<file path="config.mk">
export PLATFORM = sky130hd
export DESIGN_NAME = alu_serial_ctrl
export DESIGN_NICKNAME = d
export VERILOG_FILES = /design/src/rtl/alu_pkg.sv /design/src/rtl/cl.sv /design/src/rtl/alu_serial_ctrl.sv
export SDC_FILE = /design/constraint.sdc
export NUM_CORES = 1
export LEC_CHECK = 0
export BUFFER_PORTS_ARGS = -buffer_cell sky130_fd_sc_hd__buf_2
export CORE_MARGIN = 2
export CORE_UTILIZATION = 55
export CTS_CLUSTER_SIZE = 12
export DETAILED_ROUTE_END_ITERATION = 10
export PLACE_DENSITY = 0.79
export SYNTH_ARGS = -nofsm -noshare
export SYNTH_HDL_FRONTEND = slang
export SYNTH_SLANG_ARGS = --single-unit
export TNS_END_PERCENT = 20
</file>
<file path="constraint.sdc">
create_clock -name clk -period 2.4 [get_ports clk]
set_input_delay 0.12 -clock clk [delete_from_list [all_inputs] [get_ports clk]]
set_output_delay 0.12 -clock clk [all_outputs]
set_load 0.1 [all_outputs]
</file>
<file path="src/rtl/alu_pkg.sv">
// alu_pkg: shared encodings for the practice ALU.
//   - OP_* : selector codes for the 1-bit logic cell
//   - state_t : FSM states of the bit-serial sequencer
package alu_pkg;

  localparam logic [1:0] OP_AND = 2'b00;
  localparam logic [1:0] OP_OR  = 2'b01;
  localparam logic [1:0] OP_XOR = 2'b10;
  localparam logic [1:0] OP_NOT = 2'b11;

  typedef enum logic [1:0] {
    ST_IDLE = 2'b00,
    ST_RUN  = 2'b01,
    ST_DONE = 2'b10
  } state_t;

endpackage

</file>
<file path="src/rtl/cl.sv">
// cl: 1-bit logic cell.
// Ports:
//   a_i, b_i : operand bits
//   s_i      : function select (AND / OR / XOR / NOT a)
//   y_o      : result bit (combinational)
module cl
  import alu_pkg::*;
(
  input  logic       a_i,
  input  logic       b_i,
  input  logic [1:0] s_i,
  output logic       y_o
);

  always_comb begin
    y_o = 1'b0;
    case (s_i)
      OP_AND:  y_o = a_i & b_i;
      OP_OR:   y_o = a_i | b_i;
      OP_XOR:  y_o = a_i ^ b_i;
      OP_NOT:  y_o = ~a_i;
      default: y_o = 1'b0;
    endcase
  end

endmodule

</file>
<file path="src/rtl/alu_serial_ctrl.sv">
// alu_serial_ctrl: bit-serial sequencer around a single 1-bit logic cell.
// Processes WIDTH-bit operands LSB first, one bit per clock, and assembles
// the result in a shift register.
// Ports:
//   clk    : system clock, all state changes on the rising edge
//   reset  : synchronous, active-high
//   start  : request, sampled only in IDLE or DONE
//   a, b   : operands, latched on the accepting edge
//   op     : cell selector, latched with the operands
//   busy   : high while processing bits
//   done   : one-cycle completion pulse
//   result : assembled result
//   zero   : result == 0, captured on entry to DONE
module alu_serial_ctrl
  import alu_pkg::*;
#(
  parameter int WIDTH = 8
) (
  input  logic             clk,
  input  logic             reset,
  input  logic             start,
  input  logic [WIDTH-1:0] a,
  input  logic [WIDTH-1:0] b,
  input  logic [1:0]       op,
  output logic             busy,
  output logic             done,
  output logic [WIDTH-1:0] result,
  output logic             zero
);

  localparam int CNT_W = $clog2(WIDTH);
  localparam logic [CNT_W-1:0] CNT_LAST = CNT_W'(WIDTH - 1);

  state_t           state_q;
  logic [WIDTH-1:0] sa_q;
  logic [WIDTH-1:0] sb_q;
  logic [1:0]       sop_q;
  logic [CNT_W-1:0] cnt_q;
  logic [WIDTH-1:0] result_q;
  logic             busy_q;
  logic             done_q;
  logic             zero_q;

  logic             cl_y;
  logic [WIDTH-1:0] result_d;

  cl u_cl (
    .a_i (sa_q[0]),
    .b_i (sb_q[0]),
    .s_i (sop_q),
    .y_o (cl_y)
  );

  // New bit enters at the MSB so that after WIDTH shifts bit 0 sits at LSB.
  assign result_d = {cl_y, result_q[WIDTH-1:1]};

  always_ff @(posedge clk) begin
    if (reset) begin
      state_q  <= ST_IDLE;
      sa_q     <= '0;
      sb_q     <= '0;
      sop_q    <= OP_AND;
      cnt_q    <= '0;
      result_q <= '0;
      busy_q   <= 1'b0;
      done_q   <= 1'b0;
      zero_q   <= 1'b0;
    end else begin
      done_q <= 1'b0;
      case (state_q)
        ST_IDLE, ST_DONE: begin
          if (start) begin
            sa_q    <= a;
            sb_q    <= b;
            sop_q   <= op;
            cnt_q   <= '0;
            busy_q  <= 1'b1;
            zero_q  <= 1'b0;
            state_q <= ST_RUN;
          end else begin
            state_q <= ST_IDLE;
          end
        end
        ST_RUN: begin
          result_q <= result_d;
          sa_q     <= {1'b0, sa_q[WIDTH-1:1]};
          sb_q     <= {1'b0, sb_q[WIDTH-1:1]};
          cnt_q    <= cnt_q + 1'b1;
          if (cnt_q == CNT_LAST) begin
            busy_q  <= 1'b0;
            done_q  <= 1'b1;
            zero_q  <= (result_d == '0);
            state_q <= ST_DONE;
          end
        end
        default: begin
          busy_q  <= 1'b0;
          state_q <= ST_IDLE;
        end
      endcase
    end
  end

  assign busy   = busy_q;
  assign done   = done_q;
  assign result = result_q;
  assign zero   = zero_q;

endmodule

</file>
# ---- After elaboration in Yosys (flattened, before gate mapping)
# Index checks and enable logic that the tools add are counted.
dict set report totals {
  ff_bits 34
  output_inout_bits 11
  elab_cells 50
}
dict set report op_classes {
  n_eq_ne 8
  n_bitwise 5
  n_reduce_logical 10
  mux 17
  n_addsub 1
}
# operator count
set op_table {}
lappend op_table {{case mux 8 bit (2 select lines)} 2}
lappend op_table {{2-to-1 mux 8 bit} 2}
lappend op_table {{logical NOT 8 bit} 1}
lappend op_table {{equality test 2 bit (second input constant)} 3}
lappend op_table {{2-to-1 mux 1 bit} 6}
lappend op_table {{case mux 3 bit (2 select lines)} 1}
lappend op_table {{AND reduction 2 bit} 3}
lappend op_table {{equality test 2 x 1 -> 1 bit (second input constant)} 2}
lappend op_table {{logical NOT 2 bit} 2}
lappend op_table {{inequality test 2 bit (second input constant)} 2}
lappend op_table {{case mux 1 bit (2 select lines)} 2}
lappend op_table {{case mux 1 bit (4 select lines)} 1}
lappend op_table {{case mux 2 bit (2 select lines)} 1}
lappend op_table {{OR reduction 2 bit} 2}
lappend op_table {{adder 3 x 1 -> 3 bit (second input constant)} 1}
lappend op_table {{equality test 3 bit (second input constant)} 1}
lappend op_table {{2-to-1 mux 3 bit} 1}
lappend op_table {{AND reduction 3 bit} 1}
lappend op_table {{2-to-1 mux 2 bit} 1}
lappend op_table {{NOT 1 bit} 2}
lappend op_table {{nonzero test 2 bit} 1}
lappend op_table {{AND 1 bit} 1}
lappend op_table {{OR 1 bit} 1}
lappend op_table {{bitwise XOR 1 bit} 1}

# ---- Longest topological paths before layout
dict set report logic_depth {
  depth_word 5
  ltp_mapped 6
}

# ---- Cells and area by module
# Synthesis repeated with hierarchy kept, for this count alone.
dict set report hier_totals {
  hier_cells 174
  area_unflattened_um2 1440.1
}
# module cells_per_inst area_each_um2 seq_area_each_um2 instances
set modules_own_cells {}
lappend modules_own_cells {alu_serial_ctrl 168 1381.3 680.7 1}
lappend modules_own_cells {cl 6 58.8 0.0 1}

# ---- Worst setup path before layout
# Ideal clock, no wire load.
dict set report synth_path {
  path_type {register to register}
  start {register result_q[7] (netlist: result[7])}
  end {register zero_q (netlist: zero)}
  required_ns 2.284
  setup_slack_ns 0.827
  stages_incl_launch_ff 5
  path_buffers 0
  t_arrival_ns 1.457
  path_cell_list {dfxtp_1 nor4_1 nand4_1 nor3_2 a31o_1}
}
dict set report synth_via {
  elab_chain_len 3
}
# element line
set synth_rtl {}
lappend synth_rtl {{start: declaration} alu_serial_ctrl.sv:39} ;# logic [WIDTH-1:0] result_q;
lappend synth_rtl {{start signal: assignment} alu_serial_ctrl.sv:85} ;# result_q <= result_d;
lappend synth_rtl {{logical NOT 8 bit} alu_serial_ctrl.sv:92} ;# zero_q <= (result_d == '0);
lappend synth_rtl {{2-to-1 mux 1 bit} alu_serial_ctrl.sv:89} ;# if (cnt_q == CNT_LAST) begin
lappend synth_rtl {{case mux 1 bit (2 select lines)} alu_serial_ctrl.sv:70} ;# case (state_q)
lappend synth_rtl {{end signal: assignment} alu_serial_ctrl.sv:92}
lappend synth_rtl {{end: declaration} alu_serial_ctrl.sv:42} ;# logic zero_q;
# Every way passes these cells. The select of a mux whose other input is x is not followed.
# A chain may end at the register's enable or synchronous reset.

# ---- Final worst setup path
dict set report layout_path {
  start {register state_q[0]}
  end {register sa_q[2]}
}
dict set report layout_via {
  elab_chain_len 4
}
# element line
set layout_rtl {}
lappend layout_rtl {{start: declaration} alu_serial_ctrl.sv:34} ;# state_t state_q;
lappend layout_rtl {{start signal: assignment} alu_serial_ctrl.sv:59} ;# state_q <= ST_IDLE;
lappend layout_rtl {{start signal: assignment} alu_serial_ctrl.sv:79} ;# state_q <= ST_RUN;
lappend layout_rtl {{start signal: assignment} alu_serial_ctrl.sv:81} ;# state_q <= ST_IDLE;
lappend layout_rtl {{equality test 2 bit or logical NOT 2 bit (tied branches)} alu_serial_ctrl.sv:70}
lappend layout_rtl {{OR reduction 2 bit} alu_serial_ctrl.sv:70}
lappend layout_rtl {{inequality test 2 bit (no source line) or nonzero test 2 bit (tied branches)} n/a}
lappend layout_rtl {{AND reduction 2 bit (no source line)} n/a}
lappend layout_rtl {{end signal: assignment} alu_serial_ctrl.sv:86} ;# sa_q <= {1'b0, sa_q[WIDTH-1:1]};
lappend layout_rtl {{end: declaration} alu_serial_ctrl.sv:35} ;# logic [WIDTH-1:0] sa_q;
# Several ways; a longest one is shown, not always the timed one.

==> key figures <==
Detailed routing
  • DR WL met3: 165 µm
  • Initial drt markers: 41
  • Vias/cell: between 5 and 6
  • Max layer used: met4
  • Met2 wire length: about 1400 µm
  • DRC viols: 0
  • Via count: roughly 1200
  • Routed wire length per instance: ~13 µm
  • Final wirelength: about 2800 µm
  • M1 WL: around 1200 µm
  • Initial DRT Pass Iterations: 4
  • Antenna viol nets, final: 0

Critical path
  • Crit path max fanout: 17
  • CP endpoint: sa_q[2]$_SDFFE_PP0P_
  • Critical path data required time: between 2 and 3 ns
  • Arrival time at the worst endpoint: around 1.8 ns
  • Startpoint Class: register
  • R2R setup slack: ~0.8 ns
  • Critical path endpoint category: register
  • Worst Setup SP: state_q[0]$_SDFFE_PP0N_
  • RR Startpoint: state_q[0]$_SDFFE_PP0N_
  • Reg2reg path depth: 4
  • Class of the most critical setup path: register to register
  • RR Endpoint: sa_q[2]$_SDFFE_PP0P_

Synth
  • Synth Instances: about 160
  • Post-synthesis cell type count: 29
  • Syn Area/Cell: roughly 8.6 µm²
  • YS warnings: 0
  • Synthesized area: roughly 0.0013 mm²
  • Top_reg_cell synth: dfxtp_1
  • EDFF count, synth: 0
  • Register area share after synthesis: 0.5075
  • Register bit total from synthesis: 34
  • Syn Nets: about 180
  • FFs w/ async S/R, synth: 0

Hold path
  • Hold path depth: 3
  • Worst hold path class: input pin to register

Timing
  • Setup Viol. Count Final: 0
  • Setup TNS: 0 ns
  • Final Slew Violations: 0
  • Post-route clock period utilization: 0.6564
  • Fin Clk Skew: 0.004793 ns
  • Final Hold Fails: 0
  • Min Tclk post-route: ~1.6 ns
  • Measured slew at the worst slew-check pin: approximately 0.78 ns
  • RSZ-0062 raised after global routing: no
  • F_max: between 0.6 and 0.7 GHz
  • Slew HR: 0.4800

CTS
  • PostCTS Resize Cnt: 0
  • Sink Count: 34
  • CTS Hold Buffers Added: 0
  • Clk slew on worst S/H paths: 0.09 ns
  • Post-CTS Setup Inserts: 0
  • CTS root buffer: clkbuf_4
  • Clk_lat worst skew: between 0.3 and 0.4 ns
  • CTS tree: built
  • Clock Path Buffers: 2
  • Cts bufs inserted: 5
  • Depth of the CTS H-tree: 2

Place
  • Routability Congestion: around 0.83
  • I/O Buffers: 31
  • Post-DP HPWL: 1941 µm

Pwr
  • Leakage power total: 0.6690 nW
  • PwrDens: ~700 mW/mm²
  • Final Power: about 1.1 mW
  • Peak VDD IR: between 0.5 and 0.6 mV

Floorplan
  • Die area: 0.002850 mm²
  • Core Box Area: around 0.0023 mm²
  • Die width: between 50 and 60 µm
  • Rows: 17
  • Boundary Pins: 32
  • Initial core utilization: 0.5949
  • Chip Height: 53.39 µm

Global route
  • Pin count of the biggest net entering global routing: 32
  • Overall Global Routing Usage: 0.2292
  • Remaining Overflow, GRT: 0
  • Initial antenna violation count: 0
  • Vias in the first global route: ~1100
  • First-pass GRT wire length: 4602 µm

Run status
  • Status: finished clean

Run
  • Max-cap check violation count: 0

Finish
  • Post-Route Utilization: 0.6781
  • Total Nets Final: 210
  • ANT cells: 0
  • Share of layout cells above drive strength 1: 0.2270
  • Layout area overhead: 13.99%
[flip-flops by register name, summed over array words and instances, names as in the netlist]
register	cells
result	8
busy	1
sb_q	8
sop_q	2
state_q	2
zero	1
cnt_q	3
sa_q	8
done	1
[cell families after synthesis]
logic type,after synthesis,share of synthesized area
muxes,1,0.01679
and+or+nand+nor,68,0.2248
adders and majority gates,4,0.03731
DFF,34,0.5075
buffers and inverters,14,0.05223
AOI/OAI and AO/OA,35,0.1614
[power by group]
part | total [mW] | internal [mW] | switching [mW]
registers | 0.619 | 0.599 | 0.0202
logic | 0.169 | 0.0588 | 0.110
clock network | 0.283 | 0.110 | 0.172
total | 1.07 | 0.768 | 0.303
[Yosys cell counts (2+ instances only)]
cell | n | area (µm²)
ha_1 | 4 | 50.05
o22ai_1 | 11 | 68.82
a22oi_1 | 4 | 30.03
buf_2 | 5 | 25.02
clkbuf_1 | 3 | 11.26
inv_1 | 3 | 11.26
nor3_1 | 11 | 55.05
nand2_1 | 24 | 90.09
nor2_1 | 22 | 82.58
nand2b_1 | 2 | 12.51
a21oi_1 | 14 | 70.07
a311oi_1 | 2 | 17.52
and3_1 | 2 | 12.51
dfxtp_1 | 34 | 680.7
[metal layers]
metal  GRT usage  vias up
li1            -      600
met1      0.2660      551
met2      0.3786       37
met3     0.06780        7
met4      0.1154        0
met5           0        -
[metrics by stage]
stage	hold WS (ns)	setup WS [ns]	cell area, µm²	std cells
2_1_floorplan	0.2560	0.8272	1341	156
3_3_place_gp	0.3620	0.9423	1484	206
3_5_place_dp	0.3805	0.8640	1484	206
4_1_cts	0.04114	0.8312	1529	213
5_1_grt	0.03027	0.6559	1529	213
6_report	0.03814	0.8246	1529	213
[how the worst min path moves through the flow]
stage | slack (ns) | to | start
after floorplan | 0.26 | sop_q[0]$_SDFFE_PP0P_ | op[0]
after global placement | 0.36 | sop_q[1]$_SDFFE_PP0P_ | op[1]
after detailed placement | 0.38 | sa_q[7]$_SDFFE_PP0P_ | a[7]
after CTS | 0.04 | sa_q[7]$_SDFFE_PP0P_ | a[7]
after global routing | 0.03 | sop_q[0]$_SDFFE_PP0P_ | op[0]
final | 0.04 | sa_q[7]$_SDFFE_PP0P_ | a[7]
[area by class of cell]
class	count	area, µm²
Sequential cell	34	680.7
Tap cell	28	35.03
Clock buffer	7	45.04
Inverter	4	15.01
Timing Repair Buffer	32	162.7
Multi-Input combinational cell	108	590.6
Fill cell	214	725.7
[layout by cell type (no fill, tap or decap)]
master,synthesis,routed
nor2_1,22,22
nand2b_1,2,2
buf_4,1,1
nor4_1,1,1
inv_2,1,1
nor2b_1,1,1
a211oi_1,1,1
nand4_1,1,1
o22ai_1,11,11
a22oi_1,4,4
nand2_2,1,1
a311oi_1,2,2
dfxtp_1,34,34
nor3_1,11,11
nor3_2,1,1
inv_1,3,3
a21oi_1,14,14
clkbuf_1,3,2
buf_2,5,31
o221ai_1,1,1
and3_1,2,2
nand2_1,24,24
ha_1,4,4
clkbuf_4,0,5
and2b_1,1,1
nor2_2,1,1
mux4_2,1,1
a31o_1,1,1
o21ai_0,1,1
[critical path, cell delays in order, from the launching register on]
cell	delay, ns
dfxtp_1	0.39
nand2b_1	0.53
nand2_2	0.25
nor2_1	0.20
nor3_1	0.07
Power figures use the tool's default switching activity.
